$ cat config.mk
export PLATFORM = sky130hd
export DESIGN_NAME = bpred_btb_ras
export DESIGN_NICKNAME = d
export VERILOG_FILES = /design/src/rtl/bpred_btb_ras_pkg.sv /design/src/rtl/bpred_btb_ras_chk.sv /design/src/rtl/bpred_ras.sv /design/src/rtl/bpred_btb_ras.sv
export SDC_FILE = /design/constraint.sdc
export NUM_CORES = 2
export LEC_CHECK = 0
export BUFFER_PORTS_ARGS = -buffer_cell sky130_fd_sc_hd__clkbuf_2
export CORE_UTILIZATION = 35
export DETAILED_ROUTE_END_ITERATION = 6
export GPL_TIMING_DRIVEN = 0
export MAX_ROUTING_LAYER = met4
export PLACE_DENSITY = 0.58
export SLEW_MARGIN = 10
export SYNTH_ARGS = -nofsm -noshare
export SYNTH_HDL_FRONTEND = slang
export SYNTH_SLANG_ARGS = --single-unit
export TNS_END_PERCENT = 20
$ cat constraint.sdc
create_clock -name clk_i -period 6.8 [get_ports clk_i]
set_clock_uncertainty 0.15 [all_clocks]
set_input_delay 0 -clock clk_i [delete_from_list [all_inputs] [get_ports clk_i]]
set_output_delay 0 -clock clk_i [all_outputs]
set_load 0.01 [all_outputs]
$ cat src/rtl/bpred_btb_ras_pkg.sv
// Shared definitions for the BTB/RAS branch predictor: entry type and
// 2-bit counter encodings plus small helpers used by the update path.
package bpred_btb_ras_pkg;

    // Kind of control transfer remembered by a BTB entry
    typedef enum logic [1:0] {
        BTB_COND = 2'd0,
        BTB_JMP  = 2'd1,
        BTB_CALL = 2'd2,
        BTB_RET  = 2'd3
    } btb_type_e;

    // 2-bit saturating direction counter states
    localparam logic [1:0] CTR_SNT  = 2'd0;
    localparam logic [1:0] CTR_WNT  = 2'd1;
    localparam logic [1:0] CTR_WT   = 2'd2;
    localparam logic [1:0] CTR_ST   = 2'd3;

    // A freshly allocated entry starts weakly taken
    localparam logic [1:0] CTR_INIT = CTR_WT;

    // Derive the entry type from the resolved-branch flags (call wins over ret)
    function automatic btb_type_e btb_type_from_flags(
        input logic is_call,
        input logic is_ret,
        input logic is_jmp
    );
        btb_type_e t;
        if (is_call) begin
            t = BTB_CALL;
        end else if (is_ret) begin
            t = BTB_RET;
        end else if (is_jmp) begin
            t = BTB_JMP;
        end else begin
            t = BTB_COND;
        end
        return t;
    endfunction

    // Saturating counter step: up on taken, down on not taken
    function automatic logic [1:0] ctr_update(
        input logic [1:0] ctr,
        input logic       taken
    );
        logic [1:0] nxt;
        if (taken) begin
            nxt = (ctr == CTR_ST) ? CTR_ST : (ctr + 2'd1);
        end else begin
            nxt = (ctr == CTR_SNT) ? CTR_SNT : (ctr - 2'd1);
        end
        return nxt;
    endfunction

endpackage

$ cat src/rtl/bpred_btb_ras_chk.sv
// Simulation checks on the resolved-branch stream feeding the predictor.
module bpred_btb_ras_chk (
    input  logic clk_i,
    input  logic rst_i,
    input  logic branch_request_i,
    input  logic branch_is_taken_i,
    input  logic branch_is_not_taken_i,
    input  logic branch_is_call_i,
    input  logic branch_is_ret_i
);

    // A resolved branch is exactly one of taken / not taken, and never both call and ret
    always @(posedge clk_i) begin
        if (!rst_i && branch_request_i) begin
            assert (branch_is_taken_i ^ branch_is_not_taken_i)
                else $error("bpred: request with taken=%b not_taken=%b",
                            branch_is_taken_i, branch_is_not_taken_i);
            assert (!(branch_is_call_i && branch_is_ret_i))
                else $error("bpred: request flagged as both call and ret");
        end
    end

endmodule

$ cat src/rtl/bpred_ras.sv
// Return-address stack. Circular storage: a push when full overwrites the
// oldest slot (the write pointer has wrapped onto it) and the count holds.
// A pop when empty does nothing.
module bpred_ras #(
    parameter int NUM_RAS_ENTRIES = 4,
    parameter int NUM_RAS_DEPTH_W = 2
) (
    input  logic                       clk_i,
    input  logic                       rst_i,
    input  logic                       push_i,
    input  logic                       pop_i,
    input  logic [31:0]                push_addr_i,
    output logic [31:0]                top_o,
    output logic [NUM_RAS_DEPTH_W:0]   count_o
);

    localparam logic [NUM_RAS_DEPTH_W-1:0] PTR_ONE    = NUM_RAS_DEPTH_W'(1);
    localparam logic [NUM_RAS_DEPTH_W:0]   CNT_ONE    = (NUM_RAS_DEPTH_W + 1)'(1);
    localparam logic [NUM_RAS_DEPTH_W:0]   CNT_EMPTY  = (NUM_RAS_DEPTH_W + 1)'(0);
    localparam logic [NUM_RAS_DEPTH_W:0]   CNT_FULL   = (NUM_RAS_DEPTH_W + 1)'(NUM_RAS_ENTRIES);

    logic [31:0]                stack_r [NUM_RAS_ENTRIES];
    logic [NUM_RAS_DEPTH_W-1:0] wr_ptr_r;
    logic [NUM_RAS_DEPTH_W:0]   count_r;
    logic [NUM_RAS_DEPTH_W-1:0] top_ptr_s;

    // The top of stack sits just below the next write slot
    assign top_ptr_s = wr_ptr_r - PTR_ONE;
    assign top_o     = stack_r[top_ptr_s];
    assign count_o   = count_r;

    // Stack storage, write pointer and occupancy; push has priority over pop
    always_ff @(posedge clk_i) begin
        if (rst_i) begin
            for (int i = 0; i < NUM_RAS_ENTRIES; i++) begin
                stack_r[i] <= 32'h0;
            end
            wr_ptr_r <= '0;
            count_r  <= CNT_EMPTY;
        end else if (push_i) begin
            stack_r[wr_ptr_r] <= push_addr_i;
            wr_ptr_r          <= wr_ptr_r + PTR_ONE;
            count_r           <= (count_r == CNT_FULL) ? CNT_FULL : (count_r + CNT_ONE);
        end else if (pop_i && (count_r != CNT_EMPTY)) begin
            wr_ptr_r <= wr_ptr_r - PTR_ONE;
            count_r  <= count_r - CNT_ONE;
        end
    end

endmodule

$ cat src/rtl/bpred_btb_ras.sv
// Branch predictor: fully-associative BTB with per-entry 2-bit counters and a
// non-speculative return-address stack, trained by the resolved-branch stream.
// The next-PC prediction is combinational from the current fetch PC and sees
// state from before any update happening in the same cycle.
module bpred_btb_ras
    import bpred_btb_ras_pkg::*;
#(
    parameter int NUM_BTB_ENTRIES = 8,
    parameter int NUM_BTB_DEPTH_W = 3,
    parameter int NUM_RAS_ENTRIES = 4,
    parameter int NUM_RAS_DEPTH_W = 2
) (
    input  logic                     clk_i,
    input  logic                     rst_i,
    input  logic                     branch_request_i,
    input  logic                     branch_is_taken_i,
    input  logic                     branch_is_not_taken_i,
    input  logic [31:0]              branch_source_i,
    input  logic [31:0]              branch_pc_i,
    input  logic                     branch_is_call_i,
    input  logic                     branch_is_ret_i,
    input  logic                     branch_is_jmp_i,
    input  logic [31:0]              pc_f_i,
    output logic [31:0]              next_pc_f_o,
    output logic                     next_taken_f_o,
    output logic [NUM_RAS_DEPTH_W:0] ras_count_o
);

    localparam logic [NUM_BTB_DEPTH_W-1:0] VICTIM_ONE = NUM_BTB_DEPTH_W'(1);
    localparam logic [NUM_RAS_DEPTH_W:0]   RAS_EMPTY  = (NUM_RAS_DEPTH_W + 1)'(0);

    // BTB state
    logic [NUM_BTB_ENTRIES-1:0] valid_r;
    logic [29:0]                tag_r   [NUM_BTB_ENTRIES];
    logic [31:0]                tgt_r   [NUM_BTB_ENTRIES];
    logic [1:0]                 ctr_r   [NUM_BTB_ENTRIES];
    btb_type_e                  type_r  [NUM_BTB_ENTRIES];
    logic [NUM_BTB_DEPTH_W-1:0] victim_r;

    // Lookup / update match vectors
    logic [NUM_BTB_ENTRIES-1:0] look_match_s;
    logic [NUM_BTB_ENTRIES-1:0] upd_match_s;
    logic [NUM_BTB_DEPTH_W-1:0] look_idx_s;
    logic [NUM_BTB_DEPTH_W-1:0] upd_idx_s;
    logic                       look_hit_s;
    logic                       upd_hit_s;
    btb_type_e                  upd_type_s;

    // Prediction and RAS wiring
    logic [31:0]                pc_plus4_s;
    logic [31:0]                pred_pc_s;
    logic                       pred_taken_s;
    logic [31:0]                ras_top_s;
    logic [NUM_RAS_DEPTH_W:0]   ras_count_s;
    logic                       ras_push_s;
    logic                       ras_pop_s;

    assign pc_plus4_s = pc_f_i + 32'd4;
    assign upd_type_s = btb_type_from_flags(branch_is_call_i, branch_is_ret_i, branch_is_jmp_i);

    // CAM match for the fetch PC and the resolved source; tags are unique so
    // OR-ing the indices of matching entries yields the single hit index
    always_comb begin
        look_match_s = '0;
        upd_match_s  = '0;
        look_idx_s   = '0;
        upd_idx_s    = '0;
        for (int i = 0; i < NUM_BTB_ENTRIES; i++) begin
            look_match_s[i] = valid_r[i] && (tag_r[i] == pc_f_i[31:2]);
            upd_match_s[i]  = valid_r[i] && (tag_r[i] == branch_source_i[31:2]);
            look_idx_s     |= look_match_s[i] ? NUM_BTB_DEPTH_W'(i) : '0;
            upd_idx_s      |= upd_match_s[i]  ? NUM_BTB_DEPTH_W'(i) : '0;
        end
    end

    assign look_hit_s = |look_match_s;
    assign upd_hit_s  = |upd_match_s;

    // Next-PC selection from the hit entry's type, counter and the RAS
    always_comb begin
        pred_pc_s    = pc_plus4_s;
        pred_taken_s = 1'b0;
        if (look_hit_s) begin
            case (type_r[look_idx_s])
                BTB_RET: begin
                    pred_taken_s = 1'b1;
                    if (ras_count_s != RAS_EMPTY) begin
                        pred_pc_s = ras_top_s;
                    end else begin
                        pred_pc_s = tgt_r[look_idx_s];
                    end
                end
                BTB_JMP, BTB_CALL: begin
                    pred_taken_s = 1'b1;
                    pred_pc_s    = tgt_r[look_idx_s];
                end
                BTB_COND: begin
                    if (ctr_r[look_idx_s][1]) begin
                        pred_taken_s = 1'b1;
                        pred_pc_s    = tgt_r[look_idx_s];
                    end else begin
                        pred_taken_s = 1'b0;
                        pred_pc_s    = pc_plus4_s;
                    end
                end
                default: begin
                    pred_taken_s = 1'b0;
                    pred_pc_s    = pc_plus4_s;
                end
            endcase
        end else begin
            pred_taken_s = 1'b0;
            pred_pc_s    = pc_plus4_s;
        end
    end

    assign next_pc_f_o    = pred_pc_s;
    assign next_taken_f_o = pred_taken_s;
    assign ras_count_o    = ras_count_s;

    // BTB training: refresh a hit entry, or allocate round-robin on a taken miss
    always_ff @(posedge clk_i) begin
        if (rst_i) begin
            for (int i = 0; i < NUM_BTB_ENTRIES; i++) begin
                valid_r[i] <= 1'b0;
                tag_r[i]   <= 30'h0;
                tgt_r[i]   <= 32'h0;
                ctr_r[i]   <= CTR_SNT;
                type_r[i]  <= BTB_COND;
            end
            victim_r <= '0;
        end else if (branch_request_i) begin
            if (upd_hit_s) begin
                ctr_r[upd_idx_s]  <= ctr_update(ctr_r[upd_idx_s], branch_is_taken_i);
                type_r[upd_idx_s] <= upd_type_s;
                if (branch_is_taken_i) begin
                    tgt_r[upd_idx_s] <= branch_pc_i;
                end
            end else if (branch_is_taken_i) begin
                valid_r[victim_r] <= 1'b1;
                tag_r[victim_r]   <= branch_source_i[31:2];
                tgt_r[victim_r]   <= branch_pc_i;
                ctr_r[victim_r]   <= CTR_INIT;
                type_r[victim_r]  <= upd_type_s;
                victim_r          <= victim_r + VICTIM_ONE;
            end
        end
    end

    // RAS follows resolved calls and returns only
    assign ras_push_s = branch_request_i && branch_is_call_i;
    assign ras_pop_s  = branch_request_i && branch_is_ret_i && !branch_is_call_i;

    bpred_ras #(
        .NUM_RAS_ENTRIES (NUM_RAS_ENTRIES),
        .NUM_RAS_DEPTH_W (NUM_RAS_DEPTH_W)
    ) u_ras (
        .clk_i       (clk_i),
        .rst_i       (rst_i),
        .push_i      (ras_push_s),
        .pop_i       (ras_pop_s),
        .push_addr_i (branch_source_i + 32'd4),
        .top_o       (ras_top_s),
        .count_o     (ras_count_s)
    );

    bpred_btb_ras_chk u_chk (
        .clk_i                 (clk_i),
        .rst_i                 (rst_i),
        .branch_request_i      (branch_request_i),
        .branch_is_taken_i     (branch_is_taken_i),
        .branch_is_not_taken_i (branch_is_not_taken_i),
        .branch_is_call_i      (branch_is_call_i),
        .branch_is_ret_i       (branch_is_ret_i)
    );

endmodule

After elaboration in Yosys (flattened, before gate mapping) --
Memories as Yosys holds them, arrays and structs flattened. Index checks and enable logic that the tools add are counted.
Cells by class: bitwise logic cells 14, magnitude comparators 2, muxes and demuxes 79, equal/unequal tests 21, reduce and logical (&&, ||, !) cells 39, $add $sub $neg 9
Operator list (number):
- $eq 30x30->1 | 16
- $mux 32 | 6
- $pmux 32 s3 | 1
- $reduce_or 32->1 | 3
- $add 32x3->32 const B | 2
- $mux 3 | 18
- $mux 2 | 19
- $mux 1 | 32
- $mux 30 | 1
- $reduce_or 30->1 | 1
- $logic_and 1x1->1 | 21
- $or 3x3->3 | 6
- $reduce_or 8->1 | 2
- $reduce_or 2->1 | 5
- $or 8x8->8 | 1
- $add 3x1->3 const B | 2
- $eq 2x2->1 const B | 3
- $or 2x3->3 | 2
- $add 2x1->2 const B | 2
- $logic_not 2->1 | 2
- $lt 3x4->1 const B | 1
- $or 1x2->2 | 2
- $or 2x2->2 | 2
- $sub 2x1->2 const B | 2
- 12 further kinds | 12
Storage, ports and cells: output and inout bits 36, memories kept 5, bits of input ports 104, flip-flop bits (word level) 16, logic and storage cells 173, RAM bits 656
Memories:
- tgt_r | words 8, bits a word 32, rd ports 1, clocked after memory_dff 0, write ports 8, line bpred_btb_ras.sv:35 | logic [31:0] tgt_r [NUM_BTB_ENTRIES];
- tag_r | words 8, bits a word 30, rd ports 8, clocked after memory_dff 0, write ports 8, line bpred_btb_ras.sv:34 | logic [29:0] tag_r [NUM_BTB_ENTRIES];
- u_ras.stack_r | words 4, bits a word 32, rd ports 1, clocked after memory_dff 0, write ports 4, line bpred_ras.sv:22 | logic [31:0] stack_r [NUM_RAS_ENTRIES];
- ctr_r | words 8, bits a word 2, rd ports 2, clocked after memory_dff 0, write ports 8, line bpred_btb_ras.sv:36 | logic [1:0] ctr_r [NUM_BTB_ENTRIES];
- type_r | words 8, bits a word 2, rd ports 1, clocked after memory_dff 0, write ports 8, line bpred_btb_ras.sv:37 | btb_type_e type_r [NUM_BTB_ENTRIES];

Depth between registers and ports, before layout --
An unclocked memory read counts as a cell.
depth in word-level cells 18, depth in mapped cells 21, mapped depth without buffers 16

Hierarchy --
From an unflattened synthesis, not the netlist that was laid out.
Unflattened totals: cell total of the unflattened synthesis 3098, area, all modules 36812.8 µm²
Modules (own cells, without submodules):
- bpred_btb_ras | cells each 2708, times used 1, area an instance 31066.0 µm²
- bpred_ras | cells each 390, times used 1, area an instance 5746.8 µm²

Least setup slack after synthesis --
OpenSTA, ideal clock, no wires.
path kind reg-to-reg, from memory tag_r[2][3], to memory tgt_r[2][0] (enable), period minus slack after synthesis 4899 ps, data arrival time 4283 ps, path buffers 0, slack 1901 ps, stages on the path, launching flop included 10, required time 6184 ps, setup time 466 ps, path through edfxtp_1 -> nand2b_1 -> o2111ai_1 -> a2111oi_0 -> nand3_1 -> nand4_1 -> nor3_1 -> o21ai_0 -> o22a_1 -> o21ai_0
RTL lines (line):
- start, declared | bpred_btb_ras.sv:34
- end, declared | bpred_btb_ras.sv:35

==> results.yml <==
logic_synthesis:
  yosysSeqAreaShare: 0.541
  syn-cell-area_sq_mm: 0.0370
  syn_inst: 3258
  ys_ff_latch: 672
  ys_async_sr_fraction: 0
  synth_cell_types: 57
  yosys_warnings: 0
  syn-num-nets: 3370
  avgSynthCellArea_sq_um: 11.4
  synth-edff-count: 656
  ys.flop_type: "edfxtp_1"
drt:
  viasPerCell: 5.65
  wl_per_cell_um: 29.9
  detail-route-antenna-nets: 0
  route.final.wire_length_mm: 148
  vias: 28017
  drt-initial-drc-count: 3467
  drt_first_pass_iters: 6
  drc: 0
pwr:
  finalPower_mw: 10.3
  p_sw_mw: 2.82
  worst_ir_drop_vdd_mv: 0.257
  p_seq_frac: 0.468
  powerDensity_mw_per_mm2: 239
  p_sw_frac: 0.275
  comb_power_share: 0.124
  internal_power_mw: 7.45
  pwr-share-clk: 0.408
  p_leak_nw: 14.9
clock_tree:
  clockBufferDepth: 3
  root_buffer: "clkbuf_16"
  clkTransAtPathRegs_ns: 0.06
  insertion_delay_ns: 0.71
  htree_levels: 3
  cts_tree: "yes"
  cts_made_buffers: 77
  clkSinkCount: 672
setup_path:
  cp-startpoint: "tag_r[2][5]$_SDFFCE_PN0P_"
  cp_cell_sequence: "xnor2_1, nand4_1, nor4_1, a22oi_1, and2_1, buf_2, clkbuf_1, clkbuf_1, a211oi_1, a21o_1, ha_1, inv_1, nor2_1, nand2_1, clkbuf_2, o22ai_1, a21o_1, clkbuf_2"
  cpMaxStageDelayCell: "nor4_1"
  path_class: "flop to output pin"
  critical_path_peak_fanout: 10
  critPathTopFamily: "simple AND/OR/NAND/NOR gates"
  required_ns: 6.65
  end_kind: "output pin"
  reg2reg_from: "tag_r[2][5]$_SDFFCE_PN0P_"
  cpPeakStageDelay_ns: 0.81
  cp-start-kind: "flop"
  path_buf_inv: 6
  critical_path_arrival_ns: 6.50
cells_and_area:
  final_layout_size_suffix_gt1_frac: 0.128
  area_growth_pct: 16.2
  finalNonFillerCells: 4959
  nets: 3628
  stdcell_area_sq_mm: 0.0430
sta:
  setup_ws_ns: 0.153
  rsz0062_at_grt: "no"
  fmax_mhz: 150
  worst_slew_margin_rel: 0.0268
  setup_viol: 0
  hold_viol: 0
  post-route-min-period_ns: 6.65
  final_max_slew_viol_count: 0
  min_period_over_period: 0.978
  worstMarginPinSlew_ns: 1.46
placement:
  dpl_cell_area_sq_mm: 0.0400
  dp_hpwl_mm: 102
  gp_routability_congestion: 1.00
  pre_cts_ws_ns: 0.453
  place_inst: 4767
  numPortBuffers: 108
die:
  rows: 118
  pin_count: 140
  die_y_um: 327
  core_sq_mm: 0.104
  die_area_sq_mm: 0.107
  start_util: 0.355
  die_w_um: 327
global_route:
  overflow: 0
  antenna_found_initial: 11
  grt_max_degree: 31
  grt_pass1_wl_mm: 203
  grt_pass1_vias: 26834
  track_usage: 0.280
min_path:
  min_path_type: "input pin to flop"
  min-delay-start: "branch_source_i[1]"
flow_run:
  max-cap-violations: 0
run_status:
  run_status: "finished clean"
==> power groups by stage <==
stage	logic [mW]	clock network, mW	registers [mW]
final	1.27	4.19	4.81
after global routing	1.31	4.34	4.83
after CTS	1.24	4.21	4.81
after detailed placement	1.21	0	4.90
after global placement	1.16	0	4.92
after floorplan	0.680	0	4.88
==> registers in the layout, indices dropped and copies added (netlist names) <==
register / flops
u_ras.count_o: 3
tgt_r: 256
u_ras.wr_ptr_r: 2
type_r: 16
u_ras.stack_r: 128
tag_r: 240
ctr_r: 16
victim_r: 3
valid_r: 8
==> layout make-up <==
cell class	count	area, sq um
Antenna cell	5	12.5
Timing Repair Buffer	179	1570
Inverter	76	285
Clock inverter	43	475
Buffer	226	1020
Multi-Input combinational cell	2284	15900
Tap cell	1380	1730
Clock buffer	94	2000
Fill cell	10050	61200
Sequential cell	672	20000
==> cells by family after synthesis <==
family	after synthesis	share of synthesized area
and+or+nand+nor	1252	0.187
DFF	672	0.541
xor gates and xnor gates	540	0.128
AOI/OAI and AO/OA	349	0.0571
buffers and inverters	302	0.0352
muxes	135	0.0496
adders and majority gates	8	0.00270
==> path summary, 6_finish.rpt <==
| check | endpoint | slack (ns) | depth (start not counted) |
|---|---|---|---|
| setup / recovery | next_pc_f_o[27] | 0.15 | 18 |
| hold / removal | u_ras.stack_r[0][1]$_SDFFCE_PN0P_ | 0.08 | 3 |
| setup reg to reg | tgt_r[7][28]$_SDFFCE_PN0P_ | 1.92 | 11 |
| hold reg to reg | valid_r[0]$_SDFFE_PP0P_ | 0.38 | 1 |
==> cells in the final DEF (no fill, tap or decap), types with 47 or more instances in the layout <==
| cell type | count |
|---|---|
| a21oi_1 | 76 |
| and2_1 | 485 |
| buf_2 | 47 |
| clkbuf_1 | 154 |
| clkbuf_16 | 77 |
| clkbuf_2 | 115 |
| edfxtp_1 | 656 |
| inv_1 | 73 |
| mux2_2 | 67 |
| nand2_1 | 115 |
| nand3_1 | 64 |
| nand4_1 | 214 |
| nor2_1 | 222 |
| nor4_1 | 55 |
| o21ai_0 | 119 |
| xnor2_1 | 490 |
| xor2_1 | 50 |
==> Yosys cell counts, types with 36 or more instances <==
cell type / n / area, sq um
mux2i_1: 36 / 360
and2_1: 485 / 3030
nor2_1: 222 / 833
xor2_1: 50 / 438
edfxtp_1: 656 / 19700
a21oi_1: 76 / 380
nor3_1: 37 / 185
buf_2: 47 / 235
xnor2_1: 490 / 4290
a21o_1: 37 / 278
nand3_1: 64 / 320
o21ai_0: 137 / 686
mux2_2: 67 / 754
clkbuf_1: 144 / 541
nand2_1: 116 / 435
nand4_1: 214 / 1340
inv_1: 73 / 274
nor4_1: 57 / 357
==> metrics by stage <==
step,TNS (ns),util,hold slack (ns)
after CTS,0,0.412,0.0686
after floorplan,0,-,-0.0125
after detailed placement,0,0.384,0.224
after global placement,-627.41,0.377,0.225
final,0,0.413,0.0793
after global routing,0,0.413,0.111
==> timing repair <==
| item | in CTS | in global routing |
|---|---|---|
| hold buffers | 46 | 0 |
| endpoints found under the hold margin | 340 | 0 |
| gates cloned | 0 | 0 |
| gates resized for setup | 0 | 5 |
| pin swaps | 1 | 2 |
| setup endpoints to repair | 18 | 21 |
| buffers inserted | 1 | 3 |
==> metal layers <==
layer / track usage / share of wire
met2: 0.427 / 0.45
met3: 0.0610 / 0.10
met1: 0.353 / 0.39
met4: 0.132 / 0.054
met5: - / 0
==> worst min-delay path, stage by stage <==
cell           delay, ns
dlygate4sd3_1       0.52
clkbuf_2            0.13
and3_1              0.14
Note: power is estimated with default switching activity, not from simulation.
